--- src/rtl/store_commit_queue.sv ---
// Store commit queue: program-ordered store buffer with commit, flush,
// in-order drain to data memory and store-to-load forwarding.
module store_commit_queue #(
    parameter int DEPTH  = 8,
    parameter int ADDR_W = 32,
    parameter int DATA_W = 32
) (
    input  logic                    clk,
    input  logic                    rst,
    input  logic                    flush,
    input  logic                    enq_valid,
    output logic                    enq_ready,
    input  logic [ADDR_W-1:0]       enq_addr,
    input  logic [DATA_W-1:0]       enq_data,
    input  logic [DATA_W/8-1:0]     enq_wstrb,
    input  logic                    fire_store,
    output logic                    mem_req,
    output logic [ADDR_W-1:0]       mem_addr,
    output logic [DATA_W-1:0]       mem_wdata,
    output logic [DATA_W/8-1:0]     mem_wstrb,
    input  logic                    mem_ack,
    input  logic [ADDR_W-1:0]       ld_addr,
    output logic [DATA_W-1:0]       ld_fwd_data,
    output logic [DATA_W/8-1:0]     ld_fwd_strb,
    output logic [$clog2(DEPTH):0]  count,
    output logic                    commit_err
);
    localparam int PW = $clog2(DEPTH);
    localparam int CW = PW + 1;
    localparam int SW = DATA_W / 8;

    typedef enum logic {IDLE, REQ} state_t;
    state_t state, state_next;

    logic [CW-1:0] head, cptr, tail;
    logic [CW-1:0] head_next, cptr_next, tail_next;
    logic          full, do_enq, do_commit, do_pop;

    logic [ADDR_W-1:0] addr_q  [DEPTH];
    logic [DATA_W-1:0] data_q  [DEPTH];
    logic [SW-1:0]     wstrb_q [DEPTH];

    logic unused_ld_lo;
    assign unused_ld_lo = ^ld_addr[1:0];

    assign count     = tail - head;
    assign full      = (count == CW'(DEPTH));
    assign enq_ready = !full && !flush;
    assign do_enq    = enq_valid && enq_ready;
    assign do_commit = fire_store && (cptr != tail);
    assign do_pop    = mem_req && mem_ack;

    // Flush truncates to the post-commit cptr so a same-cycle commit survives.
    always_comb begin
        head_next = head + CW'(do_pop);
        cptr_next = cptr + CW'(do_commit);
        tail_next = flush ? cptr_next : tail + CW'(do_enq);
    end

    always_ff @(posedge clk) begin
        if (rst) begin
            head       <= '0;
            cptr       <= '0;
            tail       <= '0;
            commit_err <= 1'b0;
        end else begin
            head <= head_next;
            cptr <= cptr_next;
            tail <= tail_next;
            if (fire_store && (cptr == tail))
                commit_err <= 1'b1;
        end
    end

    always_ff @(posedge clk) begin
        if (do_enq) begin
            addr_q[tail[PW-1:0]]  <= enq_addr;
            data_q[tail[PW-1:0]]  <= enq_data;
            wstrb_q[tail[PW-1:0]] <= enq_wstrb;
        end
    end

    always_ff @(posedge clk) begin
        if (rst)
            state <= IDLE;
        else
            state <= state_next;
    end

    always_comb begin
        state_next = state;
        case (state)
            IDLE: if (cptr != head) state_next = REQ;
            REQ:  if (do_pop && (cptr_next == head_next)) state_next = IDLE;
            default: state_next = IDLE;
        endcase
    end

    always_comb begin
        mem_req = 1'b0;
        if (state == REQ)
            mem_req = 1'b1;
    end

    assign mem_addr  = addr_q[head[PW-1:0]];
    assign mem_wdata = data_q[head[PW-1:0]];
    assign mem_wstrb = wstrb_q[head[PW-1:0]];

    // Walk oldest to youngest so younger matches overwrite older lanes.
    always_comb begin
        logic [PW-1:0] slot;
        ld_fwd_data = '0;
        ld_fwd_strb = '0;
        slot        = '0;
        for (int unsigned i = 0; i < DEPTH; i++) begin
            slot = head[PW-1:0] + PW'(i);
            if ((CW'(i) < count) && (addr_q[slot][ADDR_W-1:2] == ld_addr[ADDR_W-1:2])) begin
                for (int unsigned b = 0; b < SW; b++) begin
                    if (wstrb_q[slot][b]) begin
                        ld_fwd_data[b*8 +: 8] = data_q[slot][b*8 +: 8];
                        ld_fwd_strb[b]        = 1'b1;
                    end
                end
            end
        end
    end
endmodule

--- config.mk ---
export PLATFORM = sky130hd
export DESIGN_NAME = store_commit_queue
export DESIGN_NICKNAME = d
export VERILOG_FILES = /design/src/rtl/store_commit_queue.sv
export SDC_FILE = /design/constraint.sdc
export NUM_CORES = 2
export LEC_CHECK = 0
export BUFFER_PORTS_ARGS = -buffer_cell sky130_fd_sc_hd__buf_4
export CORE_AREA = 2 2 250 313
export CTS_BUF_LIST = sky130_fd_sc_hd__clkbuf_4 sky130_fd_sc_hd__clkbuf_8
export CTS_CLUSTER_SIZE = 28
export DETAILED_ROUTE_END_ITERATION = 10
export DIE_AREA = 0 0 252 315
export GPL_ROUTABILITY_DRIVEN = 0
export PLACE_DENSITY = 0.79
export SLEW_MARGIN = 10
export SYNTH_ARGS = -nofsm -noshare
export SYNTH_HDL_FRONTEND = slang
export SYNTH_SLANG_ARGS = --single-unit
export TNS_END_PERCENT = 5
--- constraint.sdc ---
create_clock -name clk -period 26.7 [get_ports clk]
set_input_delay 5.34 -clock clk [delete_from_list [all_inputs] [get_ports clk]]
set_output_delay 5.34 -clock clk [all_outputs]
set_load 0.1 [all_outputs]
==> reports/metrics.yaml <==
h-tree-depth: 3
r2r-start: "head[2]"
critical_path_class: "input port to output pin"
max_slew_margin_pct: 15.3
period_minus_slack_ns: 15.61
grt_max_degree: 106
synth.cell_area_um2: 46300
grt_first_pass_wirelength_um: 231000
clock-root-buffer: "clkbuf_8"
drive_above_1_share_pct: 26.5
clkPwrFrac_pct: 23.0
overflow: 0
seq_area_frac_synth_pct: 35.9
drv_cap: 0
setup_viol: 0
violations: "design-rule violations"
clk_latency_ns: 0.84
num-nets-final: 4005
die_h_um: 315
grt_usage_pct: 39.3
finalPower_mw: 3.47
cts_setup_buffers: 0
grt_pass1_vias: 36700
grt_setup_unrepaired: "no"
p_per_area_nw_per_um2: 69.5
tightest_slew_ns: 1.26
ctsResizeCount: 0
async_flop_share_pct: 0
vias_per_cell: 7.80
wl_um: 158000
tns_ns: 0
die_w_um: 252
critPathCaptureType: "output pin"
row_count: 114
layout_common_cells: "nand2_1 (560), edfxtp_1 (544), mux4_2 (465)"
vias: 38700
area_growth_pct: 7.89
fin_crit_sh_pct: 58.4
port_buffers: 214
detail_route.wl_per_cell_um: 31.9
syn-num-nets: 3987
crit_arrival_ns: 10.27
cts.sinks: 558
avgSynthCellArea_um2: 12.0
syn_inst: 3868
status: "finished, violations left"
critPathLaunchType: "input port"
hold_viol: 0
yosysWarnings: 0
dieArea_um2: 79400
clkTransAtPathRegs_ns: 0.06
vdd.ir_drop.worst_mv: 0.0728
synth_enable_flop_cells: 544
clockBufferDepth: 3
firstDrtPassIters: 11
crit_path_top_delay_cell: "nand3_1"
layout_commonest_cell: "nand2_1"
antenna_found_initial: 21
pin_count: 217
drc_errors: 4
slew_viol_final: 0
power_switching_mw: 1.46
cts_buffers: 86
p_leak_nw: 16.0
crit_buf_inv: 2
worst_slack_ns: 11.09
detail_route.iter0.violations: 5544
synth_cell_types: 82
pre_cts_slack_ns: 11.71
hold_path.class: "flop to flop"
critPathRequiredTime_ns: 21.36
fp.coreArea_um2: 76700
antenna_left: 0
sw_frac_of_total_pct: 42.1
place_hpwl_um: 103000
cp_top_family: "simple AND/OR/NAND/NOR gates"
startpoint: "ld_addr[28]"
fin_skew_ns: 0.103
fmax_mhz: 64.1
seq_power_share_pct: 30.0
pwr-share-comb_pct: 47.0
ys.flop_type: "edfxtp_1"
cts_tree: "built"
synth_seq_cells: 558
postCtsHoldBufs: 0
start_util_pct: 60.3
min-delay-start: "commit_err"
slowest_delay_ns: 1.05
crit_chain: "buf_4 > or3_1 > a21oi_1 > nand4_1 > nor4_2 > nand3_1 > a21oi_1 > a311oi_1 > o22ai_1 > buf_4"
intPower_mw: 2.01
worstPathMaxFanout: 25
-- metrics by stage --
step                util, %  hold slack (ns)  instance area, µm²  cells
finish                 65.1            0.482               49900   4956
global placement       62.6            0.452               48000   4783
global route           65.0            0.524               49900   4950
floorplan                 -            0.571               46300   3868
CTS                    65.0            0.483               49900   4940
detailed placement     62.6            0.468               48000   4783
-- Yosys cell counts (all sizes together), types with 35 or more instances --
library cell / number / area, µm²
nand4: 38 / 244
and3: 48 / 300
clkbuf: 140 / 527
mux4: 465 / 10500
nor4: 49 / 355
a2111oi: 67 / 587
mux2i: 407 / 4070
a21oi: 109 / 553
xor2: 40 / 350
a22oi: 77 / 583
a221oi: 45 / 394
o22ai: 113 / 713
nor2: 84 / 315
nor3: 52 / 280
xnor2: 175 / 1540
a21boi: 36 / 285
mux2: 98 / 1100
edfxtp: 544 / 16300
nand3: 43 / 215
o31ai: 35 / 263
buf: 224 / 1360
nand2: 560 / 2100
-- area by class of cell --
| cell class | count | area (µm²) |
|---|---|---|
| Multi-Input combinational cell | 2907 | 27800 |
| Fill cell | 5805 | 26800 |
| Sequential cell | 558 | 16600 |
| Timing Repair Buffer | 294 | 2220 |
| Clock buffer | 106 | 1350 |
| Tap cell | 986 | 1230 |
| Clock inverter | 51 | 519 |
| Inverter | 39 | 148 |
| Antenna cell | 15 | 37.5 |
-- worst paths after layout --
path | end | cells after the start | slack, ns
worst max register to register | data_q[0][9] | 13 | 20.64
worst min register to register | commit_err | 2 | 0.48
worst min-delay path | commit_err | 2 | 0.48
worst max-delay path | ld_fwd_data[28] | 10 | 11.09
-- routing by layer --
layer	track usage [%]	share of wire [%]
met5	0	0.061
met4	25.3	7.7
met3	12.1	14
met2	63.3	47
met1	46.0	32
-- flip-flops by register name, summed over array words and instances (netlist names) --
name	flops
addr_q	256
commit_err	1
cptr	4
data_q	256
head	4
state	1
tail	4
wstrb_q	32
-- power by group through the flow --
stage          Sequential [mW]  Combinational [mW]  Clock (mW)
4_1_cts                   1.04                1.57       0.796
6_report                  1.04                1.63       0.797
2_1_floorplan             1.05                1.19           0
3_3_place_gp              1.05                1.54           0
3_5_place_dp              1.06                1.56           0
5_1_grt                   1.04                1.68       0.833
-- worst register-to-register path: cells and delay by family, from the launching register on --
kind	cells	cell delay (ns)
AOI/OAI and AO/OA	2	0.47
buffers and inverters	5	2.54
adders and majority gates	1	0.65
DFF	1	0.52
and+or+nand+nor	4	1.26
xor gates and xnor gates	1	0.16
-- cells by family (layout without fill, tap and decap cells) --
logic type | after synthesis | in the layout | synth area share, %
AND/OR/NAND/NOR | 1025 | 1025 | 10.5
multiplexers | 970 | 970 | 33.8
AO/OA/AOI/OAI | 684 | 684 | 10.9
flip-flops | 558 | 558 | 35.9
buffers and inverters | 403 | 490 | 4.40
XOR/XNOR | 215 | 215 | 4.09
adder cells (fa/ha/maj) | 13 | 13 | 0.368
other | 0 | 15 | 0
Note: power is estimated with default switching activity, not from simulation.
